==> src/rtl/uart_tx.sv <==
// uart_tx: 8N1 (optionally 8E1/8O1) UART transmitter with registered serial output
// Ports:
//   clk      - clock, all state changes on rising edge
//   reset    - asynchronous active-high reset
//   tx_start - send request, sampled only while idle
//   data_in  - byte to send, captured on the accepting edge
//   tx_out   - serial line, idles high, driven straight from a flop
//   busy     - high from the accepting edge until the frame completes
//   tx_done  - one-cycle pulse in the first idle cycle after the stop bit
module uart_tx #(
  parameter int unsigned CLKS_PER_BIT = 16,
  parameter bit          PARITY_EN    = 1'b0,
  parameter bit          PARITY_ODD   = 1'b0
) (
  input  logic       clk,
  input  logic       reset,
  input  logic       tx_start,
  input  logic [7:0] data_in,
  output logic       tx_out,
  output logic       busy,
  output logic       tx_done
);
  localparam int CW = $clog2(CLKS_PER_BIT);
  localparam logic [CW-1:0] LAST = CW'(CLKS_PER_BIT - 1);
  typedef enum logic [2:0] {IDLE, START, DATA, PARITY, STOP} state_t;
  state_t        r_state, w_state_n;
  logic [CW-1:0] r_cnt, w_cnt_n;
  logic [2:0]    r_bit, w_bit_n;
  logic [7:0]    r_data, w_data_n;
  logic          r_tx, w_tx_n;
  logic          r_busy, r_done, w_done_n;
  logic          w_last;
  assign w_last  = r_cnt == LAST;
  assign tx_out  = r_tx;
  assign busy    = r_busy;
  assign tx_done = r_done;
  always_ff @(posedge clk or posedge reset) begin
    if (reset) begin
      r_state <= IDLE;
      r_cnt   <= '0;
      r_bit   <= '0;
      r_data  <= '0;
      r_tx    <= 1'b1;
      r_busy  <= 1'b0;
      r_done  <= 1'b0;
    end else begin
      r_state <= w_state_n;
      r_cnt   <= w_cnt_n;
      r_bit   <= w_bit_n;
      r_data  <= w_data_n;
      r_tx    <= w_tx_n;
      r_busy  <= w_state_n != IDLE;
      r_done  <= w_done_n;
    end
  end
  // Outputs are computed from the next state so the registered line changes
  // exactly on the edge that enters each bit.
  always_comb begin
    w_state_n = r_state;
    w_cnt_n   = (r_state == IDLE || w_last) ? '0 : r_cnt + 1'b1;
    w_bit_n   = r_bit;
    w_data_n  = r_data;
    w_done_n  = 1'b0;
    case (r_state)
      IDLE: if (tx_start) begin
        w_state_n = START;
        w_data_n  = data_in;
        w_bit_n   = '0;
      end
      START: if (w_last) w_state_n = DATA;
      DATA: if (w_last) begin
        w_bit_n = r_bit + 3'd1;
        if (r_bit == 3'd7) w_state_n = PARITY_EN ? PARITY : STOP;
      end
      PARITY: if (w_last) w_state_n = STOP;
      STOP: if (w_last) begin
        w_state_n = IDLE;
        w_done_n  = 1'b1;
      end
      default: w_state_n = IDLE;
    endcase
    w_tx_n = (w_state_n == START)  ? 1'b0 :
             (w_state_n == DATA)   ? w_data_n[w_bit_n] :
             (w_state_n == PARITY) ? (^r_data ^ PARITY_ODD) : 1'b1;
  end
endmodule

==> config.mk <==
export PLATFORM = sky130hd
export DESIGN_NAME = uart_tx
export DESIGN_NICKNAME = d
export VERILOG_FILES = /design/src/rtl/uart_tx.sv
export SDC_FILE = /design/constraint.sdc
export NUM_CORES = 1
export LEC_CHECK = 0
export CORE_ASPECT_RATIO = 1.2
export CORE_MARGIN = 4
export CORE_UTILIZATION = 36
export DETAILED_ROUTE_END_ITERATION = 10
export DONT_BUFFER_PORTS = 1
export PLACE_DENSITY_LB_ADDON = 0.12
export RECOVER_POWER = 100
export SLEW_MARGIN = 40
export SYNTH_ARGS = -nofsm -noshare
export SYNTH_HDL_FRONTEND = slang
export SYNTH_SLANG_ARGS = --single-unit
==> constraint.sdc <==
create_clock -name clk -period 1.9 [get_ports clk]
set_input_delay 0.38 -clock clk [delete_from_list [all_inputs] [get_ports clk]]
set_output_delay 0.38 -clock clk [all_outputs]
set_load 0.05 [all_outputs]
### Yosys cells after proc, flatten, opt, wreduce, memory -nomap -nowiden

Index checks and enable logic that the tools add are counted.

| word-level totals | value |
|---|---|
| register bits | 21 |
| logic and storage cells | 43 |

| operators by class | value |
|---|---|
| add/sub/neg operators | 2 |
| magnitude comparators | 1 |
| equality and inequality tests | 9 |
| multiplexer cells | 20 |
| reductions and logical operators | 4 |

Operators by type and width:

| cell | count |
|---|---|
| $mux 3 | 8 |
| $mux 8 | 2 |
| $pmux 3 s5 | 1 |
| $eq 3x2->1 const B | 4 |
| $reduce_xor 8->1 | 1 |
| $eq 3x1->1 const B | 2 |
| $eq 3x3->1 const B | 2 |
| $mux 1 | 6 |
| $pmux 3 s2 | 1 |
| $add 4x1->4 const B | 1 |
| $eq 4x4->1 const B | 1 |
| $lt 3x4->1 const B | 1 |
| $mux 4 | 1 |
| $add 3x1->3 const B | 1 |
| $bmux 1 s3 | 1 |
| $logic_not 3->1 | 1 |
| $reduce_bool 3->1 | 1 |
| $logic_or 1x1->1 | 1 |

### Logic depth before layout (Yosys ltp)

Gate-level depths: netlist of the first run.

| logic depth | value |
|---|---|
| depth in word-level cells | 8 |
| depth in mapped cells | 8 |
| mapped depth without buffers | 7 |

### Worst setup path after synthesis of the first run

No wires, ideal clock.

| timing path | value |
|---|---|
| kind | reg2reg |
| start | register r_state[2] |
| end | register r_tx, in the netlist tx_out |
| library setup time | 0.077 ns |
| arrival time | 1.856 ns |
| data required time | 1.823 ns |
| slack | -0.033 ns |
| cell stages (with the launch flop) | 9 |
| path buffers | 2 |
| cells stage by stage | dfrtp_1 buf_2 or3b_1 buf_2 or3_4 o21a_2 o221ai_2 a31oi_1 a21o_1 |

| on the way | value |
|---|---|
| cells in the longest elaborated chain, start to end | 7 |
| elaborated cells between the ends (all ways) | 22 |
| those cells by class | eq/ne (7); mux (14); reduce/logical (1) |

Ends and longest elaborated chain:

| item | RTL line | text |
|---|---|---|
| start: declaration | 26 | `state_t r_state, w_state_n;` |
| start signal: assignment | 47 | `r_state <= w_state_n;` |
| $mux 3 | 73 | `if (r_bit == 3'd7) w_state_n = PARITY_EN ? PARITY : STOP;` |
| $mux 3 | 71 | `DATA: if (w_last) begin` |
| $pmux 3 s5 | 64 | `case (r_state)` |
| $eq 3x2->1 | 84 | `(w_state_n == PARITY) ? (^r_data ^ PARITY_ODD) : 1'b1;` |
| $mux 1 | 84 |  |
| $mux 1 | 83 | `(w_state_n == DATA) ? w_data_n[w_bit_n] :` |
| $mux 1 (*) | 82 | `w_tx_n = (w_state_n == START) ? 1'b0 :` |
| net w_tx_n | 30 | `logic r_tx, w_tx_n;` |
| end signal: assignment | 51 | `r_tx <= w_tx_n;` |
| end: declaration | 30 |  |

Mark *: on every way through the listed nets, which the timed path passes. The rest lies on a longest branch. The select of a mux whose other input is x is not followed.

### Final worst setup path of the first run

Same ends and word-level chain as after synthesis.

==> impl_metrics.env, run 1 <==
export IMPL_run_status="complete, but fails checks"
export IMPL_violated_checks="negative setup slack"
export IMPL_overflow=0
export IMPL_via_count=861
export IMPL_netlist_area_leader_share_pct=44.5
export IMPL_design_power_total_uw=818
export IMPL_worst_hold_path_endpoint="r_data[3]"
export IMPL_firstDrtPassIters=3
export IMPL_period_needed_ns=1.90
export IMPL_arrival_time_reported_for_the_critical_path_endpoint_ns=2.16
export IMPL_cp_required_ns=2.16
export IMPL_startpoint_type="register"
export IMPL_synth_common_cells="20 x sky130_fd_sc_hd__dfrtp_1, 19 x sky130_fd_sc_hd__nand2_1, 10 x sky130_fd_sc_hd__nor2_1"
export IMPL_synth_ff_type="sky130_fd_sc_hd__dfrtp_1"
export IMPL_floorplan_io_pins=14
export IMPL_place_congestion=0.771
export IMPL_skew_ns=0.0107
export IMPL_clock_tree_root_cell="sky130_fd_sc_hd__clkbuf_4"
export IMPL_cap_viol_max_count=0
export IMPL_clock_sink_count=21
export IMPL_power_density_cell_area_nw_per_um2=622
export IMPL_hold_path_depth=2
export IMPL_worst_slew_pin_slew_ns=1.11
export IMPL_power_leakage_uw=0.000602
export IMPL_worstHoldPathType="in -> reg"
export IMPL_timing_critical_path_to_type="register"
export IMPL_insertedDiodeCount=0
export IMPL_ys_async_sr_fraction_pct=100
export IMPL_synth_seq_cells=21
export IMPL_synthesis_instances=118
export IMPL_floorplan_rows=21
export IMPL_rr_endpoint="tx_out"
export IMPL_drtAntennaViolNets=0
export IMPL_clock_network_latency_to_the_later_pin_of_the_worst_skew_pair_ns=0.31
export IMPL_first_global_vias=919
export IMPL_clock_tree_htree_level_count=1
export IMPL_finalNetCount=145
export IMPL_drc_errors=0
export IMPL_maximum_number_of_pins_on_one_net_before_global_route_repair=22
export IMPL_netlist_cell_type_count=40
export IMPL_number_of_antenna_violations_at_the_first_check_in_global_routing=0
export IMPL_critical_path_peak_fanout=7
export IMPL_detail_route_iter0_violations=23
export IMPL_design_die_area_um2=4080
export IMPL_fp_dieH_um=69.2
export IMPL_post_route_worst_setup_slack_ns=-0.00402
export IMPL_synth_largest_area_cell="sky130_fd_sc_hd__dfrtp_1"
export IMPL_cts_path_max_buffers=2
export IMPL_netlist_area_um2=1120
export IMPL_worstHoldStart="data_in[3]"
export IMPL_post_cts_setup_buffers=0
export IMPL_track_usage_pct=13.5
export IMPL_timing_reg2reg_setup_slack_ns=-0.004
export IMPL_rsz0062_at_grt="yes"
export IMPL_peak_clock_frequency_supported_by_timing_mhz=525
export IMPL_worst_ir_drop_vdd_v=0.000412
export IMPL_drv_slew=0
export IMPL_finalHoldViolCount=0
export IMPL_core_area_um2=2890
export IMPL_cts_inserted_buffers=3
export IMPL_yosysMostFrequentCell="sky130_fd_sc_hd__dfrtp_1"
export IMPL_relative_slew_slack_pct=26.1
export IMPL_die_x_um=59
export IMPL_synth_yosys_seq_area_share_pct=46.9
export IMPL_wl_per_cell_um=15.1
export IMPL_start_util_pct=38.9
export IMPL_area_growth_pct=16.9
export IMPL_reg2reg_depth=6
export IMPL_report_final_setup_viol=1
export IMPL_fin_setup_tns_ns=-0.00402
export IMPL_worstReg2RegStart="r_state[2]"
export IMPL_cts_clk_slew_worst_paths_ns=0.13
export IMPL_numPortBuffers=0
export IMPL_drive_gt1_share_pct=26.2
export IMPL_final_util_pct=45.5
export IMPL_yosysWarnings=0
export IMPL_synth_fp_nets=132
export IMPL_detail_route_vias_per_cell=5.25
export IMPL_cts_tree="built"
export IMPL_synth_top_cells_by_area="sky130_fd_sc_hd__dfrtp_1 45%, sky130_fd_sc_hd__nand2_1 6.3%, sky130_fd_sc_hd__xnor2_1 6.2%"
export IMPL_hpwlAfterDp_um=1840
export IMPL_synth_edff_count=0
export IMPL_syn_mean_instance_area_um2=9.52
export IMPL_layout_worst_path_cycle_share_pct=100
export IMPL_setup_worst_path_class="reg -> reg"
export IMPL_route_final_wire_length_um=2470
export IMPL_grt_pass1_wl_um=4330
[metal layers]
metal  wire, µm  share of wire, %  global-route usage, %  vias to the layer above
met5          0                 0                      0                        -
met4         13              0.53                   5.79                        0
met3         74               3.0                   2.05                        2
met2       1280                52                   21.9                       10
met1       1100                45                   17.5                      418
li1           -                 -                      -                      431
[kinds of logic after synthesis]
kind of cell | Yosys count | synth area share (%)
XOR/XNOR | 9 | 7.02
flip-flops | 21 | 46.9
AO/OA/AOI/OAI | 25 | 16.1
adder cells (fa/ha/maj) | 3 | 3.34
buffers and inverters | 12 | 4.23
multiplexers | 2 | 1.89
AND/OR/NAND/NOR | 46 | 20.5
[stage by stage]
step	instance area (µm²)	setup slack (ns)	hold WS, ns	std cells
after floorplan	1140	-0.0313	0.356	118
after global placement	1240	-0.0968	0.325	159
after detailed placement	1240	-0.0928	0.324	159
after CTS	1300	-0.00935	0.149	164
after global routing	1310	-0.0908	0.170	164
final	1310	-0.00402	0.166	164
[flip-flops by register name, summed over array words and instances, names as in the netlist]
name,cells
r_cnt,4
busy,1
tx_out,1
tx_done,1
r_data,8
r_state,3
r_bit,3
[critical path, stage by stage, from the launching register on]
cell and delay [ns]:
sky130_fd_sc_hd__dfrtp_2 0.49, sky130_fd_sc_hd__or3b_4 0.42, sky130_fd_sc_hd__or3_4 0.37, sky130_fd_sc_hd__o21a_4 0.14, sky130_fd_sc_hd__o221ai_2 0.16, sky130_fd_sc_hd__a31oi_1 0.10
sky130_fd_sc_hd__a21o_1 0.18
[cells in the final DEF (no fill, tap or decap), types with 2 or more instances in the layout]
cell,Yosys,final
sky130_fd_sc_hd__a21o_1,2,2
sky130_fd_sc_hd__a31oi_1,2,2
sky130_fd_sc_hd__buf_4,0,11
sky130_fd_sc_hd__clkbuf_4,0,3
sky130_fd_sc_hd__dfrtp_1,20,17
sky130_fd_sc_hd__dfrtp_2,0,3
sky130_fd_sc_hd__ha_1,3,3
sky130_fd_sc_hd__inv_1,7,7
sky130_fd_sc_hd__nand2_1,19,19
sky130_fd_sc_hd__nor2_1,10,9
sky130_fd_sc_hd__nor3_1,4,3
sky130_fd_sc_hd__o211ai_1,2,2
sky130_fd_sc_hd__o21ai_0,5,4
sky130_fd_sc_hd__o21ai_1,2,2
sky130_fd_sc_hd__o21ai_2,1,2
sky130_fd_sc_hd__o221ai_1,2,2
sky130_fd_sc_hd__xnor2_1,8,8
[timing repair]
item                       CTS  global route
hold endpoints to repair    20             0
setup endpoints to repair    1             2
gates resized for setup      8             4
pin swaps                    0             1
hold buffers                 1             0
[how the worst max path moves through the flow]
stage	endpoint	from	cells after the start	slack [ns]
6_report	tx_out	r_state[2]	6	-0.004
5_1_grt	tx_out	r_state[0]	7	-0.09
4_1_cts	tx_out	r_state[0]	6	-0.009
3_5_place_dp	tx_out	r_state[1]	6	-0.09
3_3_place_gp	tx_out	r_state[1]	6	-0.1
2_1_floorplan	tx_out	r_state[2]	8	-0.03
[where the power goes]
group | switching, µW | total [µW] | leakage (µW) | internal (µW)
registers | 23.3 | 488 | 0.000267 | 465
logic | 55.7 | 111 | 0.000318 | 54.8
clock network | 140 | 219 | 0.0000177 | 78.5
total | 219 | 818 | 0.000602 | 598
[final cells by class]
type | instances | area, µm²
fillers | 308 | 1580
multi-input cells | 85 | 591
flip-flops and latches | 21 | 531
repair buffers | 13 | 96.3
well taps | 34 | 42.5
inverters | 7 | 26.3
clock buffers | 3 | 22.5
clock inverters | 1 | 5.00
(Power assumes the default switching activity.)
==> run 2, diff against run 1 <==
Settings changed: REMOVE_ABC_BUFFERS set to 1.
==> run 2 against run 1 <==
The run now ends clean. Global-route usage is essentially flat. Worst setup slack gained 0.013 ns. Worst hold slack gained 0.011 ns. First-iteration DRC count shrank 13%. Fmax grew 0.71%. Critical path type unchanged. Sequential cell count is the same. Clock-buffer cell count grew 1. Combinational power is essentially flat. Register-to-register slack is essentially flat. Power shrank 0.34%. Cell area is essentially flat.
==> impl_metrics.env, run 2 (synthesized netlist as in run 1, its figures left out) <==
export IMPL_run_status="finished, final reports clean"
export IMPL_clock_tree_htree_level_count=1
export IMPL_finalHoldViolCount=0
export IMPL_detail_route_iter0_violations=20
export IMPL_detail_route_vias_per_cell=5.21
export IMPL_drtAntennaViolNets=0
export IMPL_cts_path_max_buffers=2
export IMPL_seqCellArea_um2=527
export IMPL_cap_viol_max_count=0
export IMPL_power_density_cell_area_nw_per_um2=620
export IMPL_clock_tree_root_cell="sky130_fd_sc_hd__clkbuf_4"
export IMPL_holdWs_ns=0.177
export IMPL_die_x_um=59
export IMPL_drive_gt1_share_pct=21.6
export IMPL_via_count=875
export IMPL_max_flop_register="r_data"
export IMPL_overflow=0
export IMPL_number_of_antenna_violations_at_the_first_check_in_global_routing=0
export IMPL_numPortBuffers=0
export IMPL_floorplan_io_pins=14
export IMPL_cts_tree="built"
export IMPL_critical_path_peak_fanout=6
export IMPL_design_die_area_um2=4080
export IMPL_first_global_vias=936
export IMPL_worst_hold_path_endpoint="r_data[1]"
export IMPL_arrival_time_reported_for_the_critical_path_endpoint_ns=2.14
export IMPL_hpwlAfterDp_um=1900
export IMPL_worstReg2RegStart="r_state[0]"
export IMPL_post_route_worst_setup_slack_ns=0.00936
export IMPL_largest_register_ff_count=8
export IMPL_wl_per_cell_um=14.7
export IMPL_insertedDiodeCount=0
export IMPL_final_common_cell="sky130_fd_sc_hd__dfrtp_1"
export IMPL_final_util_pct=45.5
export IMPL_worstSetupStartpoint="r_state[0]"
export IMPL_power_switching_uw=214
export IMPL_switching_share_pct=26.3
export IMPL_reg2reg_depth=6
export IMPL_finalNetCount=149
export IMPL_relative_slew_slack_pct=25.0
export IMPL_route_final_wire_length_um=2470
export IMPL_maximum_number_of_pins_on_one_net_before_global_route_repair=22
export IMPL_drv_slew=0
export IMPL_drc_errors=0
export IMPL_grt_pass1_wl_um=4320
export IMPL_clock_network_latency_to_the_later_pin_of_the_worst_skew_pair_ns=0.30
export IMPL_combined_area_of_the_multi_input_logic_cells_um2=571
export IMPL_rsz0062_at_grt="yes"
export IMPL_largestRegisters="r_data: 8 flops, r_cnt: 4 flops"
export IMPL_worstHoldStart="data_in[1]"
export IMPL_power_leakage_uw=0.000606
export IMPL_cp_required_ns=2.15
export IMPL_timing_reg2reg_setup_slack_ns=0.009
export IMPL_hold_path_depth=2
export IMPL_setup_worst_path_class="reg -> reg"
export IMPL_start_util_pct=38.9
export IMPL_preCtsSetupSlack_ns=-0.0314
export IMPL_layout_worst_path_cycle_share_pct=99.5
export IMPL_area_growth_pct=17.0
export IMPL_timing_critical_path_to_type="register"
export IMPL_cts_clk_slew_worst_paths_ns=0.12
export IMPL_peak_clock_frequency_supported_by_timing_mhz=529
export IMPL_most_frequent_cells_in_the_layout="20 x sky130_fd_sc_hd__dfrtp_1, 19 x sky130_fd_sc_hd__nand2_1, 12 x sky130_fd_sc_hd__buf_4, 9 x sky130_fd_sc_hd__nor2_1, 8 x sky130_fd_sc_hd__xnor2_1"
export IMPL_rr_endpoint="tx_out"
export IMPL_core_area_um2=2890
export IMPL_floorplan_rows=21
export IMPL_power_frac_seq_pct=59.8
export IMPL_report_final_setup_viol=0
export IMPL_worst_ir_drop_vdd_v=0.000349
export IMPL_skew_ns=0.00466
export IMPL_period_needed_ns=1.89
export IMPL_firstDrtPassIters=4
export IMPL_worst_slew_pin_slew_ns=1.12
export IMPL_place_congestion=0.800
export IMPL_worstHoldPathType="in -> reg"
export IMPL_track_usage_pct=13.5
export IMPL_cts_inserted_buffers=3
export IMPL_clock_sink_count=21
export IMPL_startpoint_type="register"
export IMPL_fp_dieH_um=69.2
export IMPL_nFillCells=296
export IMPL_combPwrFrac_pct=13.6
export IMPL_power_share_clock_pct=26.5
export IMPL_p_int_uw=601
[run 2: per-layer routing]
layer	vias up	global-route usage, %	wire [µm]
met4	0	5.29	38
met3	4	2.42	54
met2	11	22.7	1300
met5	-	0	0
li1	441	-	-
met1	419	16.5	1080
[run 2: layout make-up]
type	count	share of cell area [%]
clock buffers	4	2.00
inverters	7	2.00
multi-input cells	85	43.4
flip-flops and latches	21	40.1
well taps	34	3.24
repair buffers	17	9.32
[run 2: through the flow]
stage	instances	instance area [µm²]	total power [µW]	setup TNS, ns
5_1_grt	168	1320	867	-0.0722
4_1_cts	167	1310	834	0
6_report	168	1320	815	0
3_3_place_gp	161	1250	608	-0.00775
3_5_place_dp	161	1250	608	-0.0314
2_1_floorplan	113	1100	577	-0.299
[run 2: worst max path at each step]
stage | to | slack, ns | depth (start not counted)
after global routing | tx_out | -0.07 | 6
final | tx_out | 0.009 | 6
after global placement | tx_out | -0.008 | 6
after floorplan | tx_out | -0.30 | 6
after CTS | tx_out | 0.001 | 6
after detailed placement | tx_out | -0.03 | 6
[run 2: worst max-delay path, cell delays in order, from the launching register on]
cell                       delay (ns)
sky130_fd_sc_hd__dfrtp_1         0.43
sky130_fd_sc_hd__or3b_4          0.45
sky130_fd_sc_hd__or3_4           0.36
sky130_fd_sc_hd__o21a_2          0.15
sky130_fd_sc_hd__o221ai_2        0.16
sky130_fd_sc_hd__a31oi_1         0.10
sky130_fd_sc_hd__a21o_1          0.19
[run 2: timing repair]
action | 4_1_cts | 5_1_grt
endpoints found under the hold margin | 20 | 0
pin swaps | 2 | 0
setup buffers | 1 | 1
setup endpoints to repair | 1 | 2
hold buffers | 1 | 0
gates resized for setup | 4 | 2
[run 2: power by group through the flow]
| stage | registers [µW] | logic (µW) | clock network [µW] |
|---|---|---|---|
| 5_1_grt | 491 | 127 | 249 |
| 2_1_floorplan | 493 | 84.1 | 0 |
| 6_report | 488 | 111 | 216 |
| 3_3_place_gp | 497 | 111 | 0 |
| 3_5_place_dp | 497 | 111 | 0 |
| 4_1_cts | 488 | 116 | 229 |
==> run 3, diff against run 2 <==
Settings changed: CTS_CLUSTER_SIZE set to 20, DONT_BUFFER_PORTS 1 to unset, SETUP_SLACK_MARGIN set to 0.02.
==> run 3 against run 2 <==
Via count increased by 13%. Utilization up 7.6 points. Global-route usage is 0.28 points higher. Worst setup slack improved by 0.0069 ns. Clock skew shrank 0.0012 ns. Non-clock buffer count grew 18. Worst hold slack better by 0.30 ns. Combinational power increased by 41%. Power up 5.5%. Cell area is 17% higher. Wire length increased by 7.4%. Fmax increased by 0.36%.
==> impl_metrics.env, run 3 (synthesized netlist as in run 1, its figures left out) <==
export IMPL_drive_gt1_share_pct=27.6
export IMPL_detail_route_iter0_violations=34
export IMPL_wl_met1_um=1110
export IMPL_first_global_vias=1042
export IMPL_wl_per_cell_um=14.2
export IMPL_report_final_setup_viol=0
export IMPL_overflow=0
export IMPL_finish_cell_count_without_fillers=186
export IMPL_place_congestion=0.813
export IMPL_insertedDiodeCount=0
export IMPL_setup_worst_path_class="reg -> reg"
export IMPL_startpoint_type="register"
export IMPL_drv_slew=0
export IMPL_cts_inserted_buffers=3
export IMPL_drtAntennaViolNets=0
export IMPL_p_int_uw=631
export IMPL_max_flop_register="r_data"
export IMPL_met2RoutedLength_um=1440
export IMPL_switching_share_pct=26.7
export IMPL_detail_route_vias_per_cell=5.30
export IMPL_cp_required_ns=2.15
export IMPL_period_needed_ns=1.88
export IMPL_timing_critical_path_to_type="register"
export IMPL_start_util_pct=38.9
export IMPL_floorplan_rows=21
export IMPL_peak_clock_frequency_supported_by_timing_mhz=531
export IMPL_power_density_cell_area_nw_per_um2=560
export IMPL_maximum_number_of_pins_on_one_net_before_global_route_repair=22
export IMPL_die_x_um=59
export IMPL_met3_routed_length_um=61
export IMPL_worst_slew_pin_slew_ns=1.18
export IMPL_post_route_worst_setup_slack_ns=0.0162
export IMPL_power_leakage_uw=0.000707
export IMPL_number_of_antenna_violations_at_the_first_check_in_global_routing=0
export IMPL_power_switching_uw=229
export IMPL_via_count=985
export IMPL_worstHoldPathType="reg -> reg"
export IMPL_relative_slew_slack_pct=21.3
export IMPL_core_area_um2=2890
export IMPL_numPortBuffers=13
export IMPL_detailed_place_area_um2=1400
export IMPL_rsz0062_at_grt="yes"
export IMPL_cts_path_max_buffers=2
export IMPL_fin_area_um2=1540
export IMPL_hpwlAfterDp_um=1890
export IMPL_power_share_clock_pct=26.1
export IMPL_clock_sink_count=21
export IMPL_preCtsSetupSlack_ns=-0.340
export IMPL_floorplan_io_pins=14
export IMPL_arrival_time_reported_for_the_critical_path_endpoint_ns=2.14
export IMPL_drc_errors=0
export IMPL_layout_worst_path_cycle_share_pct=99.1
export IMPL_track_usage_pct=13.8
export IMPL_clock_tree_htree_level_count=1
export IMPL_power_frac_seq_pct=55.8
export IMPL_firstDrtPassIters=4
export IMPL_grt_pass1_wl_um=4470
export IMPL_top_layer_used="met4"
export IMPL_most_frequent_cells_in_the_layout="19 x sky130_fd_sc_hd__nand2_1, 19 x sky130_fd_sc_hd__dfrtp_1, 17 x sky130_fd_sc_hd__buf_4, 11 x sky130_fd_sc_hd__clkdlybuf4s50_1, 10 x sky130_fd_sc_hd__nor2_1"
export IMPL_dp_cells=177
export IMPL_combPwrFrac_pct=18.1
export IMPL_cts_tree="built"
export IMPL_largestRegisters="r_data: 8 flops, r_cnt: 4 flops"
export IMPL_skew_ns=0.00347
export IMPL_worst_ir_drop_vdd_v=0.000427
export IMPL_critical_path_peak_fanout=4
export IMPL_largest_register_ff_count=8
export IMPL_clock_network_latency_to_the_later_pin_of_the_worst_skew_pair_ns=0.31
export IMPL_finalHoldViolCount=0
export IMPL_cap_viol_max_count=0
export IMPL_finalNetCount=167
export IMPL_design_die_area_um2=4080
export IMPL_fp_dieH_um=69.2
export IMPL_route_final_wire_length_um=2650
export IMPL_clock_tree_root_cell="sky130_fd_sc_hd__clkbuf_4"
export IMPL_cts_clk_slew_worst_paths_ns=0.12
export IMPL_run_status="finished, final reports clean"
export IMPL_area_growth_pct=36.6
[run 3: stage by stage]
stage               power (µW)  utilization, %  hold WS (ns)  TNS [ns]
detailed placement         634            48.4         0.462    -0.372
CTS                        875            52.6         0.398         0
global route               907            53.1         0.498   -0.0951
finish                     860            53.1         0.477         0
floorplan                  577               -         0.356    -0.299
global placement           634            48.4         0.451    -0.299
[run 3: area by class of cell]
class,instances,area [µm²]
Clock buffer,4,26.3
Fill cell,285,1360
Inverter,7,26.3
Multi-Input combinational cell,85,612
Sequential cell,21,528
Tap cell,34,42.5
Timing Repair Buffer,35,300
[run 3: repair_timing]
item | CTS | global route
setup buffers | 6 | 0
hold endpoints to repair | 0 | 0
hold buffers | 0 | 0
resized for setup | 10 | 7
pin swaps | 6 | 4
endpoints found under the setup margin | 1 | 2
[run 3: per-layer routing]
metal	up-vias	GRT usage [%]
li1	475	-
met1	491	15.9
met2	13	24.4
met3	6	2.42
met4	0	5.04
met5	-	0
[run 3: power groups by stage]
stage                     clock network (µW)  logic [µW]  registers (µW)
after global routing                     252         172             482
after CTS                                234         161             480
final                                    224         156             480
after global placement                     0         146             488
after detailed placement                   0         146             488
after floorplan                            0        84.1             493
[run 3: path summary, 6_finish.rpt]
| kind | from | endpoint | slack (ns) | depth (start not counted) |
|---|---|---|---|---|
| setup / recovery | r_state[2] | tx_out | 0.02 | 7 |
| hold / removal | r_cnt[0] | r_cnt[0] | 0.48 | 1 |
| setup reg to reg | r_state[2] | tx_out | 0.02 | 7 |
| hold reg to reg | r_cnt[0] | r_cnt[0] | 0.48 | 1 |
| max in group asynchronous | reset | r_state[2] | 0.25 | 3 |
| min in group asynchronous | reset | r_data[1] | 0.87 | 3 |
[run 3: critical path, stage by stage (launching register included)]
cell and delay (ns):
sky130_fd_sc_hd__dfrtp_2 0.46, sky130_fd_sc_hd__buf_6 0.13, sky130_fd_sc_hd__nor4b_4 0.31, sky130_fd_sc_hd__mux2_4 0.33, sky130_fd_sc_hd__o21a_1 0.18, sky130_fd_sc_hd__o221ai_2 0.13
sky130_fd_sc_hd__nand4_1 0.11, sky130_fd_sc_hd__a21o_1 0.17
